<file path="config.mk">
export PLATFORM = sky130hd
export DESIGN_NAME = shift_sequencer_flat
export DESIGN_NICKNAME = d
export VERILOG_FILES = /design/src/rtl/shift_sequencer_pkg.sv /design/src/rtl/shift_sequencer_if.sv /design/src/rtl/shift_sequencer_resolver.sv /design/src/rtl/shift_sequencer.sv /design/src/flat_wrapper.sv
export SDC_FILE = /design/constraint.sdc
export NUM_CORES = 1
export LEC_CHECK = 0
export BUFFER_PORTS_ARGS = -buffer_cell sky130_fd_sc_hd__buf_2
export CAP_MARGIN = 10
export CORE_UTILIZATION = 51
export DETAILED_ROUTE_END_ITERATION = 8
export PLACE_DENSITY = 0.86
export SETUP_SLACK_MARGIN = 0.5
export SLEW_MARGIN = 20
export SYNTH_ARGS = -nofsm -noshare
export SYNTH_HDL_FRONTEND = slang
export SYNTH_HIERARCHICAL = 1
export SYNTH_SLANG_ARGS = --single-unit
</file>
<file path="constraint.sdc">
create_clock -name in_Clk -period 6.2 [get_ports in_Clk]
set_clock_uncertainty 0.15 [all_clocks]
set_input_delay 1.24 -clock in_Clk [delete_from_list [all_inputs] [get_ports in_Clk]]
set_output_delay 1.24 -clock in_Clk [all_outputs]
set_load 0.005 [all_outputs]
</file>
<file path="src/rtl/shift_sequencer_pkg.sv">
`default_nettype none
// +----------------------------------------------------------------------------+
// | Module  : shift_sequencer_pkg                                              |
// | Purpose : Shared word width, shift-type codes and sequencer state codes.    |
// | Rev     : 1.0  initial release                                             |
// +----------------------------------------------------------------------------+
package shift_sequencer_pkg;

  localparam int WORD_W = 32;

  typedef enum logic [1:0] {
    SH_LSL = 2'd0,
    SH_LSR = 2'd1,
    SH_ASR = 2'd2,
    SH_ROR = 2'd3
  } sh_type_e;

  typedef enum logic [1:0] {
    SSEQ_IDLE = 2'd0,
    SSEQ_EXEC = 2'd1,
    SSEQ_RESP = 2'd2
  } sseq_state_e;

  localparam logic SSEQ_PORT_DP = 1'b0;
  localparam logic SSEQ_PORT_LS = 1'b1;

  function automatic logic [WORD_W-1:0] sign_fill(input logic msb);
    return {WORD_W{msb}};
  endfunction

endpackage
`default_nettype wire

</file>
<file path="src/rtl/shift_sequencer_if.sv">
`default_nettype none
// +----------------------------------------------------------------------------+
// | Module  : shift_sequencer_if                                               |
// | Purpose : Request, shifter and response signals of the shift sequencer.    |
// | Rev     : 1.0  initial release                                             |
// +----------------------------------------------------------------------------+
interface shift_sequencer_if #(
  parameter int AMT_W = 8
);
  import shift_sequencer_pkg::*;

  logic [1:0]          in_Req_Valid;
  logic [1:0]          out_Req_Ready;
  logic [2*WORD_W-1:0] in_Req_Val;
  logic [2*AMT_W-1:0]  in_Req_Amt;
  logic [1:0]          in_Req_ByReg;
  logic [3:0]          in_Req_Type;
  logic                in_C_flag;
  logic [WORD_W-1:0]   out_Sh_Val;
  logic [4:0]          out_Sh_Amt;
  logic [1:0]          out_Sh_Type;
  logic                out_Sh_C;
  logic [WORD_W-1:0]   in_Sh_Op2;
  logic                in_Sh_Carry;
  logic                in_Flush;
  logic                out_Valid;
  logic                out_Port;
  logic [WORD_W-1:0]   out_Op2;
  logic                out_Carry;
  logic                in_Resp_Ready;

  modport slave (
    input  in_Req_Valid, in_Req_Val, in_Req_Amt, in_Req_ByReg, in_Req_Type, in_C_flag,
    input  in_Sh_Op2, in_Sh_Carry, in_Flush, in_Resp_Ready,
    output out_Req_Ready, out_Sh_Val, out_Sh_Amt, out_Sh_Type, out_Sh_C,
    output out_Valid, out_Port, out_Op2, out_Carry
  );

  modport master (
    output in_Req_Valid, in_Req_Val, in_Req_Amt, in_Req_ByReg, in_Req_Type, in_C_flag,
    output in_Sh_Op2, in_Sh_Carry, in_Flush, in_Resp_Ready,
    input  out_Req_Ready, out_Sh_Val, out_Sh_Amt, out_Sh_Type, out_Sh_C,
    input  out_Valid, out_Port, out_Op2, out_Carry
  );

endinterface
`default_nettype wire

</file>
<file path="src/rtl/shift_sequencer_resolver.sv">
`default_nettype none
// +----------------------------------------------------------------------------+
// | Module  : shift_amount_resolver                                            |
// | Purpose : Maps register shift amounts (0..255) onto the 5-bit shifter or   |
// |           an overriding result the shifter cannot produce.                  |
// | Rev     : 1.0  initial release                                             |
// +----------------------------------------------------------------------------+
module shift_amount_resolver
  import shift_sequencer_pkg::*;
#(
  parameter int AMT_W = 8
) (
  input  logic [WORD_W-1:0] val_i,
  input  logic [AMT_W-1:0]  amt_i,
  input  logic              by_reg_i,
  input  sh_type_e          type_i,
  input  logic              c_i,
  output logic [4:0]        sh_amt_o,
  output logic              override_o,
  output logic [WORD_W-1:0] ovr_op2_o,
  output logic              ovr_carry_o
);

  logic amt_hi;
  logic amt_is_32;

  assign amt_hi    = |amt_i[AMT_W-1:5];
  assign amt_is_32 = (amt_i == AMT_W'(32));

  always_comb begin
    sh_amt_o    = amt_i[4:0];
    override_o  = 1'b0;
    ovr_op2_o   = val_i;
    ovr_carry_o = c_i;
    // Immediate amounts always go straight to the shifter with their own #0 meaning.
    if (by_reg_i) begin
      if (amt_i == '0) begin
        override_o = 1'b1;
      end else if (amt_hi) begin
        case (type_i)
          SH_LSL: begin
            override_o  = 1'b1;
            ovr_op2_o   = '0;
            ovr_carry_o = amt_is_32 & val_i[0];
          end
          SH_LSR: begin
            override_o  = 1'b1;
            ovr_op2_o   = '0;
            ovr_carry_o = amt_is_32 & val_i[WORD_W-1];
          end
          SH_ASR: begin
            override_o  = 1'b1;
            ovr_op2_o   = sign_fill(val_i[WORD_W-1]);
            ovr_carry_o = val_i[WORD_W-1];
          end
          default: begin
            // Rotations by a multiple of 32 leave the value intact; otherwise rotate by amt mod 32.
            if (amt_i[4:0] == 5'd0) begin
              override_o  = 1'b1;
              ovr_op2_o   = val_i;
              ovr_carry_o = val_i[WORD_W-1];
            end
          end
        endcase
      end
    end
  end

endmodule
`default_nettype wire

</file>
<file path="src/rtl/shift_sequencer.sv">
`default_nettype none
// +----------------------------------------------------------------------------+
// | Module  : shift_sequencer                                                  |
// | Purpose : Arbitrates two requesters onto one barrel shifter and returns    |
// |           the registered result. SHIFT_SEQ_RR_EN selects round-robin grant. |
// | Rev     : 1.0  initial release                                             |
// +----------------------------------------------------------------------------+
module shift_sequencer
  import shift_sequencer_pkg::*;
#(
  parameter int AMT_W = 8
) (
  input  logic             in_Clk,
  input  logic             in_Rst,
  shift_sequencer_if.slave bus
);

  localparam int W = WORD_W;

  sseq_state_e      state_q, state_d;
  logic [W-1:0]     val_q, val_d;
  logic [AMT_W-1:0] amt_q, amt_d;
  logic             by_reg_q, by_reg_d;
  sh_type_e         type_q, type_d;
  logic             c_q, c_d;
  logic             port_q, port_d;
  logic [W-1:0]     op2_q, op2_d;
  logic             carry_q, carry_d;

  logic [1:0]       req_grant;
  logic [1:0]       grant_eff;
  logic             acc_port;

  logic [4:0]       res_sh_amt;
  logic             res_override;
  logic [W-1:0]     res_op2;
  logic             res_carry;

  logic [W-1:0]     sh_val;
  logic [4:0]       sh_amt;
  logic [1:0]       sh_type;
  logic             sh_c;

`ifdef SHIFT_SEQ_RR_EN
  logic rr_ptr_q, rr_ptr_d;

  always_comb begin
    if (&bus.in_Req_Valid) begin
      req_grant = rr_ptr_q ? 2'b10 : 2'b01;
    end else begin
      req_grant = bus.in_Req_Valid;
    end
  end

  always_comb begin
    rr_ptr_d = rr_ptr_q;
    if (|grant_eff) begin
      rr_ptr_d = ~acc_port;
    end
  end

  always_ff @(posedge in_Clk) begin
    if (in_Rst) begin
      rr_ptr_q <= 1'b0;
    end else begin
      rr_ptr_q <= rr_ptr_d;
    end
  end
`else
  always_comb begin
    req_grant = bus.in_Req_Valid[0] ? 2'b01 : {bus.in_Req_Valid[1], 1'b0};
  end
`endif

  // Accept only from IDLE; a flush or reset in that cycle blocks the handshake.
  always_comb begin
    grant_eff = 2'b00;
    if ((state_q == SSEQ_IDLE) && !bus.in_Flush && !in_Rst) begin
      grant_eff = req_grant;
    end
  end

  assign acc_port          = grant_eff[1];
  assign bus.out_Req_Ready = grant_eff;

  shift_amount_resolver #(
    .AMT_W (AMT_W)
  ) u_resolver (
    .val_i       (val_q),
    .amt_i       (amt_q),
    .by_reg_i    (by_reg_q),
    .type_i      (type_q),
    .c_i         (c_q),
    .sh_amt_o    (res_sh_amt),
    .override_o  (res_override),
    .ovr_op2_o   (res_op2),
    .ovr_carry_o (res_carry)
  );

  always_comb begin
    state_d  = state_q;
    val_d    = val_q;
    amt_d    = amt_q;
    by_reg_d = by_reg_q;
    type_d   = type_q;
    c_d      = c_q;
    port_d   = port_q;
    op2_d    = op2_q;
    carry_d  = carry_q;
    case (state_q)
      SSEQ_IDLE: begin
        if (|grant_eff) begin
          port_d   = acc_port ? SSEQ_PORT_LS : SSEQ_PORT_DP;
          val_d    = acc_port ? bus.in_Req_Val[2*W-1:W] : bus.in_Req_Val[W-1:0];
          amt_d    = acc_port ? bus.in_Req_Amt[2*AMT_W-1:AMT_W] : bus.in_Req_Amt[AMT_W-1:0];
          by_reg_d = bus.in_Req_ByReg[acc_port];
          type_d   = sh_type_e'(acc_port ? bus.in_Req_Type[3:2] : bus.in_Req_Type[1:0]);
          c_d      = bus.in_C_flag;
          state_d  = SSEQ_EXEC;
        end
      end
      SSEQ_EXEC: begin
        if (bus.in_Flush) begin
          state_d = SSEQ_IDLE;
        end else begin
          op2_d   = res_override ? res_op2 : bus.in_Sh_Op2;
          carry_d = res_override ? res_carry : bus.in_Sh_Carry;
          state_d = SSEQ_RESP;
        end
      end
      SSEQ_RESP: begin
        if (bus.in_Flush || bus.in_Resp_Ready) begin
          state_d = SSEQ_IDLE;
        end
      end
      default: begin
        state_d = SSEQ_IDLE;
      end
    endcase
  end

  // The shifter only sees the captured operation while in EXEC; otherwise it is held at zero.
  always_comb begin
    sh_val  = '0;
    sh_amt  = '0;
    sh_type = '0;
    sh_c    = 1'b0;
    if (state_q == SSEQ_EXEC) begin
      sh_val  = val_q;
      sh_amt  = res_sh_amt;
      sh_type = type_q;
      sh_c    = c_q;
    end
  end

  assign bus.out_Sh_Val  = sh_val;
  assign bus.out_Sh_Amt  = sh_amt;
  assign bus.out_Sh_Type = sh_type;
  assign bus.out_Sh_C    = sh_c;

  assign bus.out_Valid = (state_q == SSEQ_RESP);
  assign bus.out_Port  = port_q;
  assign bus.out_Op2   = op2_q;
  assign bus.out_Carry = carry_q;

  always_ff @(posedge in_Clk) begin
    if (in_Rst) begin
      state_q  <= SSEQ_IDLE;
      val_q    <= '0;
      amt_q    <= '0;
      by_reg_q <= 1'b0;
      type_q   <= SH_LSL;
      c_q      <= 1'b0;
      port_q   <= 1'b0;
      op2_q    <= '0;
      carry_q  <= 1'b0;
    end else begin
      state_q  <= state_d;
      val_q    <= val_d;
      amt_q    <= amt_d;
      by_reg_q <= by_reg_d;
      type_q   <= type_d;
      c_q      <= c_d;
      port_q   <= port_d;
      op2_q    <= op2_d;
      carry_q  <= carry_d;
    end
  end

endmodule
`default_nettype wire

</file>
<file path="src/flat_wrapper.sv">
// flat-port wrapper written by rule: the top's interface ports become plain ports
module shift_sequencer_flat import shift_sequencer_pkg::*;
#(
  parameter int AMT_W = 8
)
  (in_Clk, in_Rst, bus_in_Req_Valid, bus_in_Req_Val, bus_in_Req_Amt, bus_in_Req_ByReg, bus_in_Req_Type, bus_in_C_flag, bus_in_Sh_Op2, bus_in_Sh_Carry, bus_in_Flush, bus_in_Resp_Ready, bus_out_Req_Ready, bus_out_Sh_Val, bus_out_Sh_Amt, bus_out_Sh_Type, bus_out_Sh_C, bus_out_Valid, bus_out_Port, bus_out_Op2, bus_out_Carry);
  shift_sequencer_if #(.AMT_W(AMT_W)) bus_i ();
  input  logic in_Clk;
  input  logic in_Rst;
  input wire logic [$bits(bus_i.in_Req_Valid)-1:0] bus_in_Req_Valid;
  input wire logic [$bits(bus_i.in_Req_Val)-1:0] bus_in_Req_Val;
  input wire logic [$bits(bus_i.in_Req_Amt)-1:0] bus_in_Req_Amt;
  input wire logic [$bits(bus_i.in_Req_ByReg)-1:0] bus_in_Req_ByReg;
  input wire logic [$bits(bus_i.in_Req_Type)-1:0] bus_in_Req_Type;
  input wire logic [$bits(bus_i.in_C_flag)-1:0] bus_in_C_flag;
  input wire logic [$bits(bus_i.in_Sh_Op2)-1:0] bus_in_Sh_Op2;
  input wire logic [$bits(bus_i.in_Sh_Carry)-1:0] bus_in_Sh_Carry;
  input wire logic [$bits(bus_i.in_Flush)-1:0] bus_in_Flush;
  input wire logic [$bits(bus_i.in_Resp_Ready)-1:0] bus_in_Resp_Ready;
  output wire logic [$bits(bus_i.out_Req_Ready)-1:0] bus_out_Req_Ready;
  output wire logic [$bits(bus_i.out_Sh_Val)-1:0] bus_out_Sh_Val;
  output wire logic [$bits(bus_i.out_Sh_Amt)-1:0] bus_out_Sh_Amt;
  output wire logic [$bits(bus_i.out_Sh_Type)-1:0] bus_out_Sh_Type;
  output wire logic [$bits(bus_i.out_Sh_C)-1:0] bus_out_Sh_C;
  output wire logic [$bits(bus_i.out_Valid)-1:0] bus_out_Valid;
  output wire logic [$bits(bus_i.out_Port)-1:0] bus_out_Port;
  output wire logic [$bits(bus_i.out_Op2)-1:0] bus_out_Op2;
  output wire logic [$bits(bus_i.out_Carry)-1:0] bus_out_Carry;
  assign bus_i.in_Req_Valid = bus_in_Req_Valid;
  assign bus_i.in_Req_Val = bus_in_Req_Val;
  assign bus_i.in_Req_Amt = bus_in_Req_Amt;
  assign bus_i.in_Req_ByReg = bus_in_Req_ByReg;
  assign bus_i.in_Req_Type = bus_in_Req_Type;
  assign bus_i.in_C_flag = bus_in_C_flag;
  assign bus_i.in_Sh_Op2 = bus_in_Sh_Op2;
  assign bus_i.in_Sh_Carry = bus_in_Sh_Carry;
  assign bus_i.in_Flush = bus_in_Flush;
  assign bus_i.in_Resp_Ready = bus_in_Resp_Ready;
  assign bus_out_Req_Ready = bus_i.out_Req_Ready;
  assign bus_out_Sh_Val = bus_i.out_Sh_Val;
  assign bus_out_Sh_Amt = bus_i.out_Sh_Amt;
  assign bus_out_Sh_Type = bus_i.out_Sh_Type;
  assign bus_out_Sh_C = bus_i.out_Sh_C;
  assign bus_out_Valid = bus_i.out_Valid;
  assign bus_out_Port = bus_i.out_Port;
  assign bus_out_Op2 = bus_i.out_Op2;
  assign bus_out_Carry = bus_i.out_Carry;
  shift_sequencer #(.AMT_W(AMT_W)) u_core (.in_Clk(in_Clk), .in_Rst(in_Rst), .bus(bus_i));
endmodule
</file>
==> impl_metrics.json, run 1 <==
{
  "antenna_found_initial": 0,
  "arrival_ns": 2.46,
  "hold_start": "u_core/bus.out_Op2[12]",
  "crit_start": "in_Rst",
  "final_core_util_pct": 65.7,
  "nets": 761,
  "wirelength_um": 12500,
  "worstSetupStartpointType": "input pin",
  "synth_async_sr_flop_share_pct": 0,
  "syn-cell-area_um2": 4400,
  "period_share_pct": 62.1,
  "max_freq_mhz": 260,
  "place_area_um2": 5260,
  "gp_congestion": 0.778,
  "rows": 33,
  "required_ns": 4.81,
  "clk_latency_ns": 0.35,
  "die_area_um2": 9000,
  "finalSetupViolCount": 0,
  "dp_hpwl_um": 8320,
  "vias": 4258,
  "synth_top_area_cell": "dfxtp_1",
  "grt_overflow": 0,
  "leakagePower_nw": 2.51,
  "finalPower_mw": 1.18,
  "io_pins": 203,
  "grt_start_max_net_pins": 82,
  "dieHeight_um": 94.9,
  "start_util_pct": 53.0,
  "yosys-top-cells-area": "dfxtp_1 (36%), a211oi_2 (11%), mux2i_1 (7.5%)",
  "worst_slew_margin_rel_pct": 28.1,
  "io_buffer_count": 202,
  "synth_top_area_share_pct": 36.4,
  "cts_buffers": 9,
  "setup_tns_ns": 0,
  "endpoint_kind": "output pin",
  "first_pass_iters": 4,
  "cts_setup_buffers": 0,
  "grt.total_usage_pct": 27.5,
  "drt_iter0_drc": 191,
  "crit_type": "input pin to output pin",
  "ys_top_cells_by_count": "dfxtp_1 (80), a21oi_1 (46), o22ai_1 (43)",
  "htree_num_levels": 3,
  "drcViolationCount": 0,
  "syn_avg_cell_area_um2": 9.28,
  "tightestPinTransition_ns": 1.08,
  "cts_root_buf": "clkbuf_8",
  "r2r-start": "u_core/amt_q[7]",
  "wl_per_cell_um": 16.7,
  "grt_pass1_wl_um": 19200,
  "ys.flop_type": "dfxtp_1",
  "rsz0062_at_grt": "no",
  "hold_path_class": "flop to flop",
  "p_per_area_nw_per_um2": 217,
  "synth_most_common_cell": "dfxtp_1",
  "yosys_register_bits": 80,
  "yosysWarnings": 6,
  "cts_tree": "built",
  "yosysUniqueCellTypes": 39,
  "hold_viol_final": 0,
  "cts_sinks": 80,
  "status": "completed",
  "syn_nets": 600,
  "ir_drop_uv": 113,
  "hold_buffers": 0,
  "final_antenna_net_count": 0,
  "drv_slew": 0,
  "path_max_fanout": 81,
  "cts.reportedPaths.clkPinSlew_ns": 0.08,
  "ys_seq_area_share_pct": 36.4,
  "drive_gt1_share_pct": 42.5,
  "core_area_um2": 8300,
  "vias_per_cell": 5.72,
  "cts_resized": 0,
  "diodes": 0,
  "dieWidth_um": 94.9,
  "clk_path_buf_depth": 2,
  "cap_violations": 0,
  "grt_pass1_vias": 3986,
  "synth_edf_count": 0,
  "synth_cells": 474,
  "design_area_um2": 5450,
  "syn_to_final_growth_pct": 23.9,
  "fin_crit_ns": 3.85
}
## sequential cells by signal, summed over array words and instances, names as in the netlist
signal / cells
u_core/val_q: 32
u_core/state_q: 2
u_core/type_q: 2
u_core/bus.out_Port: 1
u_core/bus.out_Op2: 32
u_core/amt_q: 8
u_core/bus.out_Carry: 1
u_core/c_q: 1
u_core/by_reg_q: 1
## cell families after synthesis
logic type	count (synthesis)	share of synthesized area, %
mux	34	7.77
simple gates	97	12.2
buf+inv	59	7.88
flops	80	36.4
compound gates	204	35.8
## final timing paths
kind	end	slack, ns	cells after the start
hold / removal	u_core/bus.out_Op2[12]	0.35	2
hold reg to reg	u_core/bus.out_Op2[12]	0.35	2
setup / recovery	bus_out_Req_Ready[1]	2.35	4
setup reg to reg	u_core/bus.out_Op2[8]	3.59	5
## critical path, cell delays in order
cell    delay, ns
buf_4        0.78
nor4_4       0.03
and3_1       0.21
buf_2        0.12
## stage by stage
| stage | hold slack [ns] | cells | setup WS (ns) |
|---|---|---|---|
| 4_1_cts | 0.353 | 745 | 1.91 |
| 2_1_floorplan | 0.308 | 474 | 2.67 |
| 6_report | 0.352 | 745 | 2.35 |
| 3_5_place_dp | 0.341 | 729 | 1.90 |
| 3_3_place_gp | 0.331 | 729 | 2.02 |
| 5_1_grt | 0.368 | 745 | 2.28 |
## cell usage in the layout (no fill, tap or decap), types with 6 or more instances in the layout
master    netlist  layout
nor2_1         35      35
and2_1         42      42
a211oi_2       38      38
a21oi_1        46      46
dfxtp_1        80      80
mux2i_1        33      33
buf_4           5       6
a21o_1         30      30
o22ai_1        43      43
clkbuf_8        0       9
buf_2          16     201
a211oi_1       39      39
## layout make-up
class / count / area, um2
Clock buffer: 11 / 131
Clock inverter: 5 / 57.6
Fill cell: 664 / 2850
Inverter: 2 / 7.51
Multi-Input combinational cell: 335 / 2470
Sequential cell: 80 / 1600
Tap cell: 105 / 131
Timing Repair Buffer: 207 / 1050
## layer usage
metal	wire (um)	vias to the layer above	GRT usage, %
li1	-	2081	-
met1	5230	1985	33.9
met2	6210	175	47.7
met3	840	17	4.43
met4	197	0	10.6
met5	0	-	0
## where the power goes
part / internal [mW] / leakage [nW] / switching [mW] / total [mW]
Combinational: 0.109 / 1.77 / 0.129 / 0.237
Clock: 0.186 / 0.0856 / 0.194 / 0.379
Sequential: 0.543 / 0.653 / 0.0231 / 0.566
Total: 0.837 / 2.51 / 0.345 / 1.18
(Power assumes the default switching activity.)
==> inputs of run 2 (changes only) <==
Settings changed: CORE_UTILIZATION 51 to 43, PLACE_DENSITY 0.86 to 0.77.
Clock period 6.2 ns to 3.2 ns, I/O delays scaled along.
==> impl_metrics.json, run 2 (same netlist as run 1, synthesis figures left out) <==
{
  "arrival_ns": 1.58,
  "final_antenna_net_count": 0,
  "drcViolationCount": 0,
  "r2r-start": "u_core/type_q[1]",
  "hold_buffers": 0,
  "cts_resized": 0,
  "drt_iter0_drc": 157,
  "wirelength_um": 13000,
  "endpoint_kind": "output pin",
  "setup_ws_ns": 0.827,
  "dieHeight_um": 103,
  "cts_sinks": 80,
  "p_int_mw": 1.65,
  "finalSetupViolCount": 0,
  "htree_num_levels": 3,
  "cts_root_buf": "clkbuf_8",
  "first_pass_iters": 4,
  "rows": 36,
  "diodes": 0,
  "die_area_um2": 10600,
  "grt_start_max_net_pins": 70,
  "clk_path_buf_depth": 2,
  "hold_path_class": "flop to flop",
  "gp_congestion": 0.808,
  "max_freq_mhz": 421,
  "cts_tree": "built",
  "io_buffer_count": 202,
  "syn_to_final_growth_pct": 26.1,
  "final_cell_mix": "buf_2 (201), dfxtp_1 (80), a21oi_1 (46)",
  "drv_slew": 0,
  "r2r_setup_slack_ns": 0.91,
  "nets": 767,
  "drive_gt1_share_pct": 43.2,
  "ir_drop_uv": 179,
  "hold_path_depth": 2,
  "grt_overflow": 0,
  "path_max_fanout": 22,
  "hold_viol_final": 0,
  "grt_pass1_wl_um": 19900,
  "p_seq_share_pct": 46.8,
  "dp_hpwl_um": 8830,
  "clk_latency_ns": 0.35,
  "antenna_found_initial": 0,
  "cap_violations": 0,
  "hold_start": "u_core/bus.out_Op2[19]",
  "core_area_um2": 9860,
  "grt.total_usage_pct": 24.2,
  "period_share_pct": 74.1,
  "fin_crit_ns": 2.37,
  "wl_per_cell_um": 16.7,
  "crit_start": "u_core/state_q[0]",
  "leakagePower_nw": 2.55,
  "reg2regPathDepth": 6,
  "required_ns": 2.41,
  "cts_buffers": 9,
  "vias_per_cell": 5.55,
  "start_util_pct": 44.6,
  "pwr-share-clk_pct": 33.3,
  "cts.reportedPaths.clkPinSlew_ns": 0.08,
  "rsz0062_at_grt": "no",
  "dp_slack_ns": 0.865,
  "vias": 4321,
  "tightestPinTransition_ns": 0.955,
  "status": "completed",
  "grt_pass1_vias": 3985,
  "cts_setup_buffers": 0,
  "hold_end": "u_core/bus.out_Op2[19]",
  "r2r-end": "u_core/bus.out_Op2[25]",
  "crit_type": "flop to output pin",
  "worstSetupStartpointType": "flop",
  "setup_tns_ns": 0,
  "io_pins": 203,
  "p_per_area_nw_per_um2": 423,
  "combPwrFrac_pct": 19.9,
  "p_sw_uw": 693,
  "final_common_cell": "buf_2",
  "dieWidth_um": 103,
  "p_sw_share_pct": 29.6,
  "worst_slew_margin_rel_pct": 36.3
}
## run 2: cell count changes in the layout (fill, tap and decap cells not counted)
cell,before,now
inv_6,0,1
clkinvlp_4,3,2
clkinv_1,0,1
clkbuf_1,2,0
clkinv_4,0,1
buf_4,6,12
inv_2,1,0
clkbuf_8,9,10
## run 2: metal layers
| metal | part of all wire, % | global-route usage (%) | wire length (um) |
|---|---|---|---|
| met1 | 44 | 31.3 | 5760 |
| met2 | 48 | 41.5 | 6280 |
| met3 | 6.6 | 4.07 | 862 |
| met4 | 1.1 | 7.04 | 137 |
| met5 | 0 | 0 | 0 |
## run 2: through the flow
stage / hold WS [ns] / total power [mW] / instance area [um2] / std cells / util (%)
floorplan: 0.308 / 1.42 / 4400 / 474 / -
global placement: 0.333 / 1.57 / 5340 / 763 / 54.1
detailed placement: 0.340 / 1.58 / 5340 / 763 / 54.1
CTS: 0.351 / 2.36 / 5550 / 779 / 56.2
global route: 0.368 / 2.45 / 5550 / 779 / 56.2
finish: 0.353 / 2.34 / 5550 / 779 / 56.2
## run 2: how the worst max path moves through the flow
stage | to | cells after the start
after floorplan | bus_out_Req_Ready[1] | 4
after global placement | u_core/type_q[0] | 4
after detailed placement | u_core/bus.out_Port | 5
after CTS | bus_out_Sh_Val[17] | 4
after global routing | u_core/bus.out_Op2[14] | 6
final | bus_out_Sh_Val[17] | 4
## run 2: cell type report
class                      count  area [um2]
tap                          133         166
inverter                       2        7.51
multi-input combinational    335        2470
timing repair buffer         213        1100
clock buffer                  10         138
fill                         892        4320
clock inverter                 6        67.6
sequential                    80        1600
## run 2: power groups by stage
stage               Sequential [mW]  Combinational [mW]  Clock, mW
floorplan                      1.11               0.311          0
detailed placement             1.12               0.465          0
global route                   1.11               0.510      0.837
global placement               1.12               0.453          0
CTS                            1.10               0.468      0.796
finish                         1.10               0.466      0.780
## run 2: worst max-delay path: stages, from the launching register on
cell     delay (ns)
dfxtp_1        0.48
nor2b_2        0.21
buf_4          0.25
and2_1         0.18
buf_2          0.12
==> inputs of run 3 (changes only) <==
Clock period 3.2 ns to 2 ns, I/O delays scaled along.
==> impl_metrics.json, run 3 (same netlist as run 1, synthesis figures left out) <==
{
  "timing.hold.ws_ns": 0.146,
  "setup_ws_ns": -0.0371,
  "worstSetupStartpointType": "flop",
  "dieWidth_um": 103,
  "cts_tree": "built",
  "cts_root_buf": "clkbuf_8",
  "vias": 5008,
  "finalSetupViolCount": 6,
  "drv_slew": 0,
  "critPathSlowestCell": "dfxtp_4",
  "multi_input_area_um2": 3180,
  "path_max_fanout": 3,
  "first_pass_iters": 5,
  "p_sw_mw": 1.37,
  "clk_latency_ns": 0.36,
  "wirelength_um": 18700,
  "start_util_pct": 44.6,
  "status": "finished with violations",
  "core_area_um2": 9860,
  "cp_top_family": "simple AND/OR/NAND/NOR gates",
  "die_area_um2": 10600,
  "p_seq_share_pct": 41.1,
  "ir_drop_uv": 393,
  "hold_path_class": "input pin to flop",
  "cap_violations": 0,
  "syn_to_final_growth_pct": 75.1,
  "cts.reportedPaths.clkPinSlew_ns": 0.09,
  "p_per_area_nw_per_um2": 567,
  "period_share_pct": 102,
  "dpl.cell_count": 774,
  "crit_start": "u_core/state_q[0]",
  "rsz0062_at_grt": "yes",
  "wl_per_cell_um": 21.9,
  "crit_chain": "buf_4, buf_6, nor3_4, nand2_1, nor2_1, buf_2",
  "final_antenna_net_count": 0,
  "fill_cells": 573,
  "final_common_cell": "buf_2",
  "p_int_mw": 3.00,
  "dieHeight_um": 103,
  "grt_overflow": 0,
  "r2r-start": "u_core/amt_q[4]",
  "seq_area_um2": 1630,
  "hold_viol_final": 0,
  "nets": 842,
  "grt_pass1_vias": 4342,
  "dp_hpwl_um": 9430,
  "drt_iter0_drc": 290,
  "combPwrFrac_pct": 30.5,
  "final_cell_mix": "buf_2 (175), dfxtp_1 (69), a211oi_2 (52)",
  "grt.total_usage_pct": 28.4,
  "fin_crit_ns": 2.04,
  "cts_sinks": 80,
  "cts_buffers": 9,
  "place_area_um2": 5620,
  "vias_per_cell": 5.86,
  "critical_path_buf_inv_count": 3,
  "hold_buffers": 0,
  "r2r_setup_slack_ns": 0.02,
  "crit_type": "flop to output pin",
  "arrival_ns": 1.49,
  "rows": 36,
  "p_sw_share_pct": 31.3,
  "design_area_um2": 7700,
  "hold_start": "bus_in_Req_Valid[0]",
  "htree_num_levels": 3,
  "violations": "negative setup slack",
  "final_cells": 855,
  "grt_start_max_net_pins": 47,
  "grt_pass1_wl_um": 22800,
  "io_buffer_count": 202,
  "drive_gt1_share_pct": 64.5,
  "clk_path_buf_depth": 2,
  "antenna_found_initial": 1,
  "drcViolationCount": 0,
  "max_freq_mhz": 491,
  "endpoint_kind": "output pin",
  "io_pins": 203,
  "tightestPinTransition_ns": 0.670,
  "required_ns": 1.45,
  "pwr-share-clk_pct": 28.4,
  "final_core_util_pct": 78.0,
  "worst_slew_margin_rel_pct": 55.3,
  "gp_congestion": 0.797,
  "slowest_delay_ns": 0.37,
  "leakagePower_nw": 3.38
}
==> run 3: through the flow <==
| step | setup TNS (ns) | setup slack (ns) | power (mW) |
|---|---|---|---|
| after global placement | 0 | 0.199 | 2.58 |
| after detailed placement | 0 | 0.143 | 2.60 |
| after global routing | -0.968 | -0.0907 | 4.52 |
| after CTS | 0 | 0.0634 | 4.08 |
| final | -0.0679 | -0.0371 | 4.36 |
| after floorplan | 0 | 0.180 | 2.32 |
==> run 3: power groups by stage <==
stage / registers [mW] / clock network, mW / logic (mW)
after floorplan: 1.78 / 0 / 0.543
after global placement: 1.79 / 0 / 0.782
after detailed placement: 1.80 / 0 / 0.806
after CTS: 1.76 / 1.23 / 1.08
after global routing: 1.80 / 1.33 / 1.39
final: 1.79 / 1.24 / 1.33
==> run 3: worst paths after layout <==
kind | cells after the start | end
setup / recovery | 6 | bus_out_Req_Ready[0]
hold / removal | 2 | u_core/bus.out_Port
setup reg to reg | 8 | u_core/bus.out_Carry
hold reg to reg | 2 | u_core/bus.out_Op2[15]
==> run 3: repair_timing <==
action,4_1_cts,5_1_grt
pin swaps,35,17
hold endpoints to repair,0,0
endpoints found under the setup margin,122,122
setup buffers,32,15
gates cloned,14,3
gates resized for setup,88,135
==> run 3: final cells by class <==
| cell class | count | area share [%] |
|---|---|---|
| well taps | 133 | 2.16 |
| clock inverters | 5 | 0.731 |
| repair buffers | 288 | 32.6 |
| inverters | 2 | 0.0975 |
| clock buffers | 11 | 1.84 |
| multi-input cells | 335 | 41.4 |
| diodes | 1 | 0.0325 |
| flip-flops and latches | 80 | 21.2 |
==> run 3: per-layer routing <==
| layer | share of wire, % | global-route usage [%] | routed length [um] | vias up |
|---|---|---|---|---|
| li1 | - | - | - | 2256 |
| met1 | 40 | 36.3 | 7460 | 2409 |
| met2 | 50 | 48.1 | 9400 | 283 |
| met3 | 6.7 | 5.29 | 1250 | 60 |
| met4 | 3.1 | 9.64 | 585 | 0 |
| met5 | 0 | 0 | 0 | - |
